### config.mk
export PLATFORM = sky130hd
export DESIGN_NAME = serial_subtractor_flat
export DESIGN_NICKNAME = d
export VERILOG_FILES = /design/src/rtl/serial_subtractor_if.sv /design/src/rtl/serial_subtractor.sv /design/src/flat_wrapper.sv
export SDC_FILE = /design/constraint.sdc
export NUM_CORES = 1
export LEC_CHECK = 0
export BUFFER_PORTS_ARGS = -buffer_cell sky130_fd_sc_hd__buf_4
export CAP_MARGIN = 20
export CORE_ASPECT_RATIO = 1.4
export CORE_MARGIN = 5
export CORE_UTILIZATION = 40
export DETAILED_ROUTE_END_ITERATION = 10
export GPL_ROUTABILITY_DRIVEN = 0
export PLACE_DENSITY = 0.7
export SETUP_SLACK_MARGIN = 0.02
export SLEW_MARGIN = 10
export SYNTH_ARGS = -nofsm -noshare
export SYNTH_HDL_FRONTEND = slang
export SYNTH_SLANG_ARGS = --single-unit
### constraint.sdc
create_clock -name i_clk -period 1.5 [get_ports i_clk]
set_input_delay 0.15 -clock i_clk [delete_from_list [all_inputs] [get_ports i_clk]]
set_output_delay 0.15 -clock i_clk [all_outputs]
set_load 0.02 [all_outputs]
### src/rtl/serial_subtractor_if.sv
// Handshake and operand/result bundle for the bit-serial subtractor.
// The master issues start/a/b; the slave returns busy/done/diff/borrow.
interface serial_subtractor_if #(
  parameter int WIDTH = 8
);
  logic             start;
  logic [WIDTH-1:0] a;
  logic [WIDTH-1:0] b;
  logic             busy;
  logic             done;
  logic [WIDTH-1:0] diff;
  logic             borrow;

  modport master (
    output start, a, b,
    input  busy, done, diff, borrow
  );

  modport slave (
    input  start, a, b,
    output busy, done, diff, borrow
  );
endinterface

### src/rtl/serial_subtractor.sv
// Bit-serial unsigned subtractor: diff = a - b, LSB first, one bit per clock.
// diff/borrow are registered and only change on the completion edge.
module serial_subtractor #(
  parameter int WIDTH = 8
) (
  input  logic                i_clk,
  input  logic                i_rst,
  serial_subtractor_if.slave  s_if
);
  localparam int              CW   = (WIDTH > 1) ? $clog2(WIDTH) : 1;
  localparam logic [CW-1:0]   LAST = CW'(WIDTH - 1);

  typedef enum logic [1:0] {
    S_IDLE  = 2'd0,
    S_SHIFT = 2'd1,
    S_DONE  = 2'd2
  } state_t;

  state_t           r_state;
  logic [WIDTH-1:0] r_a;
  logic [WIDTH-1:0] r_b;
  logic [WIDTH-1:0] r_res;
  logic [WIDTH-1:0] r_diff;
  logic [CW-1:0]    r_cnt;
  logic             r_bin;
  logic             r_borrow;
  logic             r_busy;
  logic             r_done;

  logic             w_a0;
  logic             w_b0;
  logic             w_d;
  logic             w_bout;
  logic [WIDTH-1:0] w_res_next;

  // Full-subtractor cell on the current LSBs and running borrow.
  assign w_a0       = r_a[0];
  assign w_b0       = r_b[0];
  assign w_d        = w_a0 ^ w_b0 ^ r_bin;
  assign w_bout     = (~w_a0 & w_b0) | (~w_a0 & r_bin) | (w_b0 & r_bin);
  assign w_res_next = {w_d, r_res[WIDTH-1:1]};

  assign s_if.busy   = r_busy;
  assign s_if.done   = r_done;
  assign s_if.diff   = r_diff;
  assign s_if.borrow = r_borrow;

  // Control FSM, datapath shift registers and registered outputs.
  always_ff @(posedge i_clk) begin
    if (i_rst) begin
      r_state  <= S_IDLE;
      r_a      <= '0;
      r_b      <= '0;
      r_res    <= '0;
      r_diff   <= '0;
      r_cnt    <= '0;
      r_bin    <= 1'b0;
      r_borrow <= 1'b0;
      r_busy   <= 1'b0;
      r_done   <= 1'b0;
    end else begin
      case (r_state)
        S_IDLE, S_DONE: begin
          r_done <= 1'b0;
          if (s_if.start) begin
            r_a     <= s_if.a;
            r_b     <= s_if.b;
            r_res   <= '0;
            r_bin   <= 1'b0;
            r_cnt   <= '0;
            r_busy  <= 1'b1;
            r_state <= S_SHIFT;
          end else begin
            r_busy  <= 1'b0;
            r_state <= S_IDLE;
          end
        end
        S_SHIFT: begin
          r_a   <= {1'b0, r_a[WIDTH-1:1]};
          r_b   <= {1'b0, r_b[WIDTH-1:1]};
          r_res <= w_res_next;
          r_bin <= w_bout;
          r_cnt <= r_cnt + {{(CW-1){1'b0}}, 1'b1};
          if (r_cnt == LAST) begin
            r_diff   <= w_res_next;
            r_borrow <= w_bout;
            r_busy   <= 1'b0;
            r_done   <= 1'b1;
            r_state  <= S_DONE;
          end else begin
            r_busy   <= 1'b1;
            r_done   <= 1'b0;
            r_state  <= S_SHIFT;
          end
        end
        default: begin
          r_busy  <= 1'b0;
          r_done  <= 1'b0;
          r_state <= S_IDLE;
        end
      endcase
    end
  end
endmodule

### src/flat_wrapper.sv
// flat-port wrapper written by rule: the top's interface ports become plain ports
module serial_subtractor_flat 
#(
  parameter int WIDTH = 8
)
  (i_clk, i_rst, s_if_start, s_if_a, s_if_b, s_if_busy, s_if_done, s_if_diff, s_if_borrow);
  serial_subtractor_if #(.WIDTH(WIDTH)) s_if_i ();
  input  logic i_clk;
  input  logic i_rst;
  input wire logic [$bits(s_if_i.start)-1:0] s_if_start;
  input wire logic [$bits(s_if_i.a)-1:0] s_if_a;
  input wire logic [$bits(s_if_i.b)-1:0] s_if_b;
  output wire logic [$bits(s_if_i.busy)-1:0] s_if_busy;
  output wire logic [$bits(s_if_i.done)-1:0] s_if_done;
  output wire logic [$bits(s_if_i.diff)-1:0] s_if_diff;
  output wire logic [$bits(s_if_i.borrow)-1:0] s_if_borrow;
  assign s_if_i.start = s_if_start;
  assign s_if_i.a = s_if_a;
  assign s_if_i.b = s_if_b;
  assign s_if_busy = s_if_i.busy;
  assign s_if_done = s_if_i.done;
  assign s_if_diff = s_if_i.diff;
  assign s_if_borrow = s_if_i.borrow;
  serial_subtractor #(.WIDTH(WIDTH)) u_core (.i_clk(i_clk), .i_rst(i_rst), .s_if(s_if_i));
endmodule
# ---- Word level (Yosys, flattened, before mapping)
# Cells that the tools add are included.
dict set report op_classes {
  mux 17
  bitwise 9
  reduce_logical 6
  n_eq_ne 4
  add_sub_neg 1
}
# cell n
set op_table {}
lappend op_table {{$pmux 8 s2} 3}
lappend op_table {{$mux 8} 3}
lappend op_table {{$pmux 3 s2} 1}
lappend op_table {{$mux 1} 5}
lappend op_table {{$pmux 1 s2} 2}
lappend op_table {{$pmux 2 s2} 1}
lappend op_table {{$reduce_and 2->1} 2}
lappend op_table {{$reduce_or 2->1} 2}
lappend op_table {{$add 3x1->3 const B} 1}
lappend op_table {{$and 1x1->1} 3}
lappend op_table {{$eq 3x3->1 const B} 1}
lappend op_table {{$mux 3} 1}
lappend op_table {{$eq 2x1->1 const B} 1}
lappend op_table {{$eq 2x2->1 const B} 1}
lappend op_table {{$logic_not 2->1} 1}
lappend op_table {{$mux 2} 1}
lappend op_table {{$ne 2x2->1 const B} 1}
lappend op_table {{$not 1->1} 2}
lappend op_table {{$or 1x1->1} 2}
lappend op_table {{$reduce_bool 2->1} 1}
lappend op_table {{$xor 1x1->1} 2}
dict set report word_totals {
  wordCells 47
  in_bits 19
  reg_bits 41
}

# ---- Logic depth before layout (Yosys ltp)
# Gate-level depths: netlist of the first run.
dict set report depth {
  word_depth 5
  ltp_mapped 5
  depth_no_buf 5
}

# ---- Least setup slack after synthesis of the first run
# No wires, ideal clock.
dict set report synth_timing {
  kind {reg2reg}
  startpoint {reg u_core.r_cnt[0]}
  endpoint {reg u_core.r_state[0]}
  setup_slack_ns 0.270
  path_buffers 1
  t_arrival_ns 1.102
  stages_incl_launch_ff 6
  setup_ns 0.128
  cell_sequence {dfxtp_1 > ha_1 > ha_1 > clkbuf_1 > o21a_1 > nor2_1}
}
dict set report synth_between {
  elab_chain_len 3
}
# item line_no
set synth_rtl {}
lappend synth_rtl {{start: declaration} serial_subtractor.sv:24} ;# logic [CW-1:0] r_cnt;
lappend synth_rtl {{start signal: assignment} serial_subtractor.sv:83} ;# r_cnt <= r_cnt + {{(CW-1){1'b0}}, 1'b1};
lappend synth_rtl {{$eq 3x3->1} serial_subtractor.sv:84} ;# if (r_cnt == LAST) begin
lappend synth_rtl {{$mux 2} serial_subtractor.sv:84}
lappend synth_rtl {{$pmux 2 s2} serial_subtractor.sv:62} ;# case (r_state)
lappend synth_rtl {{end signal: assignment} serial_subtractor.sv:72} ;# r_state <= S_SHIFT;
lappend synth_rtl {{end signal: assignment} serial_subtractor.sv:89} ;# r_state <= S_DONE;
lappend synth_rtl {{end signal: assignment} serial_subtractor.sv:93} ;# r_state <= S_SHIFT;
lappend synth_rtl {{end: declaration} serial_subtractor.sv:19} ;# state_t r_state;
# No other way between the ends.
# A chain may end at the register's enable or synchronous reset.

# ---- Final worst setup path of the first run
dict set report layout_timing {
  startpoint {reg u_core.r_state[0]}
  endpoint {reg u_core.r_borrow, in the netlist u_core.s_if.borrow}
}
dict set report layout_between {
  elab_chain_len 2
}
# item line_no
set layout_rtl {}
lappend layout_rtl {{start signal: assignment} serial_subtractor.sv:51} ;# r_state <= S_IDLE;
lappend layout_rtl {{start signal: assignment} serial_subtractor.sv:72}
lappend layout_rtl {{start signal: assignment} serial_subtractor.sv:75} ;# r_state <= S_IDLE;
lappend layout_rtl {{$eq 2x1->1} serial_subtractor.sv:62}
lappend layout_rtl {{$reduce_and 2->1 (no line)} --}
lappend layout_rtl {{end signal: assignment} serial_subtractor.sv:86} ;# r_borrow <= w_bout;
lappend layout_rtl {{end: declaration} serial_subtractor.sv:26} ;# logic r_borrow;
# No other way between the ends.

==> impl_metrics.tcl, run 1 <==
set metrics [dict create \
    switching_share 0.251 \
    clock_sinks 39 \
    synth_top_area_cell "dfxtp_1" \
    start_util 0.418 \
    antenna-diode-count 0 \
    clk_latency_ns 0.29 \
    hold_buffers 0 \
    firstDrtPassIters 4 \
    worstPathArrival_ns 1.51 \
    synth_warnings 0 \
    grt_max_degree 40 \
    postCtsSetupRepairBufs 0 \
    async_reset_ff_frac 0 \
    pwr-share-clk 0.325 \
    nets 225 \
    dp_hpwl_mm 2.21 \
    viasPerCell 5.31 \
    hold-worst-slack_ns 0.110 \
    max_slew_margin 0.675 \
    port_buffers 29 \
    remaining_drc_errors 0 \
    synth.distinct_cells 21 \
    dieArea_um2 5200 \
    clockBufferDepth 2 \
    cts_max_level 2 \
    placed_area_um2 1750 \
    seqPwrFrac 0.545 \
    cts_tree "done" \
    io_pins 30 \
    grt_usage 0.133 \
    outcome "completed" \
    crit_type "register to register" \
    combPwrFrac 0.130 \
    grt_pass1_wl_mm 5.74 \
    synth_top_area_frac 0.508 \
    cap_violations 0 \
    clock.fmax_mhz 773 \
    rsz0062_at_grt "false" \
    syn_avg_cell_area_um2 8.83 \
    postLayoutCellArea_um2 1840 \
    syn_to_final_growth_pct 20.0 \
    die_x_um 62.4 \
    setup.worst_path.start_class "register" \
    vias 1307 \
    hold_viol 0 \
    worst_pin_slew_ns 0.487 \
    period_share 0.862 \
    rows 26 \
    path_clk_slew_ns 0.07 \
    leakage_nw 0.707 \
    p_int_mw 1.53 \
    first_iter_violations 119 \
    antenna_found_initial 0 \
    synthesis.area_um2 1540 \
    ys_ff_latch 39 \
    finClkSkew_ns 0.00446 \
    worst_setup_path_end_kind "register" \
    ant_nets 0 \
    wl_mm 3.29 \
    hp-class "input port to register" \
    cts_buffers 5 \
    grt_pass1_vias 1297 \
    vdd_ir_drop_max_v 0.000860 \
    final_util 0.501 \
    netlist_instances 174 \
    wl_per_cell_um 13.4 \
    synth-edff-count 0 \
    critPathRequiredTime_ns 1.72 \
    grt_overflow 0 \
    yosysSeqAreaShare 0.508 \
    maxSlewViolCount 0 \
    root_buffer "clkbuf_8" \
    setup-violations-final 0 \
    dp.cells 237 \
    fin_cells 246 \
    crit_fanout 13 \
    chipHeight_um 83.3 \
    timing.final.crit_period_ns 1.29 \
    synth_ff_type "dfxtp_1" \
    tns_ns 0 \
    core_area_um2 3680 \
    postCtsResizedCells 0 \
    synth_area_leaders "dfxtp_1, nor3_1, a21oi_1, nand3_1, o22ai_1" \
    drive_above_1_share 0.221 \
    power_density_nw_per_um2 1110 \
    syn_nets 196 \
    p_sw_mw 0.513 \
]
[per-stage QoR]
stage / total power [mW] / setup WS [ns]
floorplan: 1.34 / 0.270
global placement: 1.40 / 0.224
detailed placement: 1.41 / 0.177
CTS: 2.08 / 0.154
global route: 2.16 / 0.0322
finish: 2.05 / 0.207
[cells by family after synthesis]
family | after synthesis | synth area share
simple gates | 76 | 0.238
compound gates | 39 | 0.149
flops | 39 | 0.508
buf+inv | 17 | 0.0757
fa+ha+maj | 3 | 0.0293
[sequential cells by signal, indices dropped and copies added, names as in the netlist]
| register | count |
|---|---|
| u_core.r_cnt | 3 |
| u_core.s_if.done | 1 |
| u_core.r_a | 8 |
| u_core.r_res | 7 |
| u_core.r_b | 8 |
| u_core.r_state | 2 |
| u_core.s_if.diff | 8 |
| u_core.s_if.borrow | 1 |
| u_core.r_bin | 1 |
[synthesized netlist by cell type, drive strengths merged (2+ instances only)]
master,number
nand2b,4
nor3,26
dfxtp,39
ha,2
a21oi,22
a311oi,2
and2b,2
nor2,3
o22ai,14
nand3,21
buf,13
clkbuf,3
nand2,19
[per-layer routing]
metal,wire [um],track usage,share of wire
met3,149,0.0500,0.045
met2,1650,0.220,0.50
met5,0,0,0
met4,56,0.0521,0.017
met1,1430,0.152,0.43
[layout by cell type, fill, tap and decap left out, drive strengths merged]
| cell type | n |
|---|---|
| o22ai | 14 |
| clkinv | 1 |
| a21oi | 22 |
| and2b | 2 |
| nor2 | 3 |
| nor3 | 26 |
| clkbuf | 7 |
| nand3 | 21 |
| a311oi | 2 |
| o21a | 1 |
| buf | 38 |
| fa | 1 |
| nand2 | 19 |
| ha | 2 |
| nand2b | 4 |
| dfxtp | 39 |
| nand3b | 1 |
| inv | 1 |
[worst max-delay path, cell delays in order, from the launching register on]
cell and delay [ns]:
dfxtp_1 0.41, and2b_1 0.34, buf_4 0.25, nand3_1 0.10, a21oi_1 0.12
[path summary, 6_finish.rpt]
check                                        start                               end  slack, ns  cells after the start
setup / recovery      u_core.r_state[0]$_SDFF_PP0_   u_core.s_if.borrow$_SDFFE_PP0P_       0.21                      4
hold / removal                           s_if_b[7]        u_core.r_b[7]$_SDFFE_PP0P_       0.11                      3
setup reg to reg      u_core.r_state[0]$_SDFF_PP0_   u_core.s_if.borrow$_SDFFE_PP0P_       0.21                      4
hold reg to reg   u_core.s_if.diff[3]$_SDFFE_PP0P_  u_core.s_if.diff[3]$_SDFFE_PP0P_       0.46                      2
[power groups by stage]
| stage | clock network, mW | logic [mW] | registers [mW] |
|---|---|---|---|
| after floorplan | 0 | 0.201 | 1.14 |
| after global placement | 0 | 0.266 | 1.14 |
| after detailed placement | 0 | 0.267 | 1.14 |
| after CTS | 0.700 | 0.269 | 1.12 |
| after global routing | 0.747 | 0.296 | 1.12 |
| final | 0.665 | 0.267 | 1.12 |
[layout make-up]
cell class                 count  area, um^2
timing repair buffer          38         285
clock buffer                   7        76.3
fill                         376        1830
tap                           42        52.6
inverter                       1        3.75
clock inverter                 1        5.00
sequential                    39         781
multi-input combinational    118         639
Note: power is estimated with default switching activity, not from simulation.
==> run 2, diff against run 1 <==
- CORE_ASPECT_RATIO: 1.4 -> 1.75
==> run 2 against run 1 <==
Against the previous run: power grew 7.7%; first-iteration DRC count shrank 67%; non-clock buffer count shrank 1; sequential power is essentially flat; wire length grew 0.52%; clock-buffer cell count shrank 2; critical path type unchanged; largest power group unchanged; highest routed layer unchanged.
==> impl_metrics.tcl, run 2 (synthesis results as in run 1) <==
set metrics [dict create \
    worst_pin_slew_ns 0.474 \
    nFillCells 359 \
    hp-class "input port to register" \
    worst_path_largest_cell_delay_ns 0.33 \
    hold_buffers 0 \
    critPathRequiredTime_ns 1.72 \
    remaining_drc_errors 0 \
    setup.worst_path.start_class "register" \
    final_util 0.509 \
    nets 224 \
    die_x_um 56.9 \
    finalWorstSetupSlack_ns 0.152 \
    rr_endpoint "u_core.s_if.borrow$_SDFFE_PP0P_" \
    grt_max_degree 40 \
    crit_buf_inv 0 \
    wl_mm 3.31 \
    grtUsageMet3 0.0449 \
    use_met1 0.141 \
    root_buffer "clkbuf_8" \
    start_util 0.419 \
    hold_viol 0 \
    vias 1338 \
    antenna-diode-count 0 \
    setup-violations-final 0 \
    slowest_stage "nand3b_1" \
    fin_cells 248 \
    cts_max_level 2 \
    first_iter_violations 39 \
    finClkSkew_ns 0.00852 \
    max_slew_margin 0.684 \
    wl_per_cell_um 13.3 \
    dieArea_um2 5230 \
    final_common_cell "dfxtp_1" \
    viasPerCell 5.40 \
    grt_usage 0.141 \
    critPathMostFrequentCell "ha_1" \
    tns_ns 0 \
    clk_latency_ns 0.28 \
    leakage_nw 0.710 \
    dp_hpwl_mm 2.30 \
    timing.final.crit_period_ns 1.35 \
    grt_pass1_wl_mm 5.92 \
    rsz0062_at_grt "false" \
    grt_pass1_vias 1395 \
    crit_chain "ha_1 > ha_1 > nand3b_1 > nand2_1 > a21oi_1" \
    antenna_found_initial 0 \
    critPathTopFamily "simple AND/OR/NAND/NOR gates" \
    r2r_cells 5 \
    cap_violations 0 \
    period_share 0.899 \
    chipHeight_um 92.0 \
    reg2reg_slack_ns 0.15 \
    ant_nets 0 \
    dpl_worst_slack_ns 0.149 \
    maxSlewViolCount 0 \
    power_density_nw_per_um2 1180 \
    clock_sinks 39 \
    crit_end "u_core.s_if.borrow$_SDFFE_PP0P_" \
    use_met2 0.261 \
    reg2reg_from "u_core.r_cnt[0]$_SDFFE_PP0P_" \
    startpoint "u_core.r_cnt[0]$_SDFFE_PP0P_" \
    drive_above_1_share 0.223 \
    worst_setup_path_end_kind "register" \
    grt_overflow 0 \
    cts_tree "done" \
    grt_most_used_layer "met2" \
    worstPathArrival_ns 1.56 \
    firstDrtPassIters 4 \
    crit_fanout 10 \
    port_buffers 29 \
    clock.fmax_mhz 742 \
    outcome "completed" \
    syn_to_final_growth_pct 21.4 \
    layout_common_cells "dfxtp_1, buf_4, nor3_1" \
    cts_buffers 5 \
    vdd_ir_drop_max_v 0.000812 \
    postCtsResizedCells 0 \
    dp.cells 241 \
    rows 29 \
    clockBufferDepth 2 \
    path_clk_slew_ns 0.07 \
    crit_type "register to register" \
    postCtsSetupRepairBufs 0 \
    io_pins 30 \
    crit_cells 5 \
    min_from "s_if_a[7]" \
    core_area_um2 3660 \
]
-- run 2: cell types whose count changed in the layout (fill, tap and decap cells not counted), sizes merged --
cell	delta
clkinv	-1
bufinv	+1
clkbuf	-2
clkinvlp	+1
buf	-1
-- run 2: worst min path at each step --
stage	endpoint	slack, ns	cells past startpoint
2_1_floorplan	u_core.r_a[7]$_SDFFE_PP0P_	0.29	2
3_3_place_gp	u_core.r_b[7]$_SDFFE_PP0P_	0.40	3
3_5_place_dp	u_core.r_a[7]$_SDFFE_PP0P_	0.42	3
4_1_cts	u_core.r_a[7]$_SDFFE_PP0P_	0.12	3
5_1_grt	u_core.r_b[7]$_SDFFE_PP0P_	0.13	3
6_report	u_core.r_a[7]$_SDFFE_PP0P_	0.13	3
-- run 2: tightest hold or removal path: cells and delay by family --
kind                   cells  cell delay (ns)
and+or+nand+nor            1             0.05
buffers and inverters      1             0.11
AOI/OAI and AO/OA          1             0.05
-- run 2: per-layer routing --
metal,wire [um],part of all wire
met1,1290,0.39
met2,1790,0.54
met3,159,0.048
met4,66,0.020
met5,0,0
-- run 2: per-stage QoR --
step	hold slack, ns	cell area, um^2	total power, mW
after floorplan	0.286	1540	1.34
after global placement	0.397	1760	1.40
after detailed placement	0.418	1760	1.41
after CTS	0.121	1870	2.23
after global routing	0.133	1870	2.31
final	0.125	1870	2.21
-- run 2: cell type report --
cell class,count,area (um^2),share of cell area
well taps,46,57.6,0.0309
flip-flops and latches,39,781,0.419
inverters,1,3.75,0.00201
clock inverters,2,37.5,0.0201
multi-input cells,118,639,0.343
clock buffers,5,68.8,0.0369
repair buffers,37,278,0.149
-- run 2: power breakdown --
part | leakage [nW] | total [mW] | switching (mW) | internal (mW)
Sequential | 0.318 | 1.12 | 0.0307 | 1.09
Combinational | 0.342 | 0.266 | 0.144 | 0.122
Clock | 0.0502 | 0.822 | 0.336 | 0.486
Total | 0.710 | 2.21 | 0.511 | 1.69
==> run 3, diff against run 2 <==
- CORE_UTILIZATION: 40 -> 53
- PLACE_DENSITY: 0.7 -> 0.86
==> run 3 against run 2 <==
Against the previous run: global-route usage rose by 4.5 points; wire length increased by 7.5%; final area grew 0.13%; utilization grew 14 points; sequential power is essentially flat; critical path depth unchanged; highest routed layer unchanged; clock skew decreased by 0.0010 ns; critical endpoint is now u_core.s_if.diff[7]$_SDFFE_PP0P_.
==> impl_metrics.tcl, run 3 (synthesis results as in run 1) <==
set metrics [dict create \
    wl_mm 3.56 \
    syn_to_final_growth_pct 21.6 \
    vdd_ir_drop_max_v 0.000789 \
    leakage_nw 0.726 \
    placed_area_um2 1740 \
    outcome "completed" \
    grt_pass1_wl_mm 5.93 \
    path_clk_slew_ns 0.08 \
    cts_tree "done" \
    max_slew_margin 0.680 \
    wl_per_cell_um 15.3 \
    period_share 0.875 \
    clock_sinks 39 \
    critPathRequiredTime_ns 1.71 \
    rsz0062_at_grt "false" \
    clk_latency_ns 0.29 \
    final_util 0.653 \
    vias 1363 \
    port_buffers 29 \
    postLayoutCellArea_um2 1870 \
    final_common_cell "dfxtp_1" \
    root_buffer "clkbuf_8" \
    finClkSkew_ns 0.00750 \
    layout_common_cells "dfxtp_1, buf_4, nor3_1" \
    worst_setup_path_end_kind "register" \
    maxSlewViolCount 0 \
    die_x_um 50.7 \
    power_density_nw_per_um2 1230 \
    rows 26 \
    cts_max_level 2 \
    firstDrtPassIters 4 \
    reg2reg_slack_ns 0.19 \
    chipHeight_um 81.2 \
    timing.final.crit_period_ns 1.31 \
    nets 225 \
    ant_nets 0 \
    cap_violations 0 \
    viasPerCell 5.88 \
    clock.fmax_mhz 762 \
    start_util 0.537 \
    crit_fanout 11 \
    dp_hpwl_mm 2.55 \
    grt_max_degree 40 \
    dieArea_um2 4120 \
    setup.worst_path.start_class "register" \
    first_iter_violations 72 \
    remaining_drc_errors 0 \
    io_pins 30 \
    clockBufferDepth 2 \
    nFillCells 246 \
    worst_pin_slew_ns 0.480 \
    drive_above_1_share 0.235 \
    core_area_um2 2860 \
    worstPathArrival_ns 1.52 \
    setup-violations-final 0 \
    grt_overflow 0 \
    antenna_found_initial 0 \
    grt_pass1_vias 1314 \
    crit_type "register to register" \
    cts_buffers 5 \
    hp-class "input port to register" \
    hold_viol 0 \
    grt_usage 0.185 \
    tns_ns 0 \
    antenna-diode-count 0 \
]
-- run 3: layout make-up --
cell class	instances	area, um^2	share of cell area
multi-input combinational	118	642	0.344
inverter	1	3.75	0.00201
tap	28	35.0	0.0188
clock buffer	6	82.6	0.0442
sequential	39	781	0.418
clock inverter	2	38.8	0.0208
timing repair buffer	38	285	0.153
-- run 3: power breakdown --
part / internal, mW / switching, mW
clock network: 0.547 / 0.365
logic: 0.122 / 0.151
registers: 1.09 / 0.0303
-- run 3: worst max-delay path, stage by stage, from the launching register on --
cell and delay [ns]:
dfxtp_1 0.36, ha_1 0.17, ha_1 0.17, buf_4 0.19
a21oi_1 0.10, a311oi_2 0.24
-- run 3: per-layer routing --
metal	GRT usage	wire (um)	vias up
met3	0.0459	200	9
met5	0	0	-
met2	0.325	2030	43
met1	0.206	1260	634
met4	0.0818	70	0
li1	-	-	677
-- run 3: path summary, 6_finish.rpt --
kind                                         start                               end  depth (start not counted)
setup reg to reg      u_core.r_cnt[0]$_SDFFE_PP0P_  u_core.s_if.diff[7]$_SDFFE_PP0P_                          5
hold reg to reg   u_core.s_if.diff[3]$_SDFFE_PP0P_  u_core.s_if.diff[3]$_SDFFE_PP0P_                          2
setup / recovery      u_core.r_cnt[0]$_SDFFE_PP0P_  u_core.s_if.diff[7]$_SDFFE_PP0P_                          5
hold / removal                           s_if_a[7]        u_core.r_a[7]$_SDFFE_PP0P_                          3
-- run 3: through the flow --
stage               setup slack [ns]  hold slack [ns]  std cells  power, mW
global route                   0.102            0.131        232       2.40
CTS                           0.0942            0.111        231       2.31
finish                         0.187            0.111        232       2.30
floorplan                      0.270            0.286        174       1.34
global placement               0.235            0.399        223       1.39
detailed placement             0.110            0.424        223       1.41
-- run 3: repair_timing --
| action | CTS | global route |
|---|---|---|
| setup buffers | 0 | 1 |
| endpoints found under the hold margin | 0 | 0 |
| endpoints found under the setup margin | 0 | 7 |
| hold buffers | 0 | 0 |
| resized for setup | 0 | 1 |
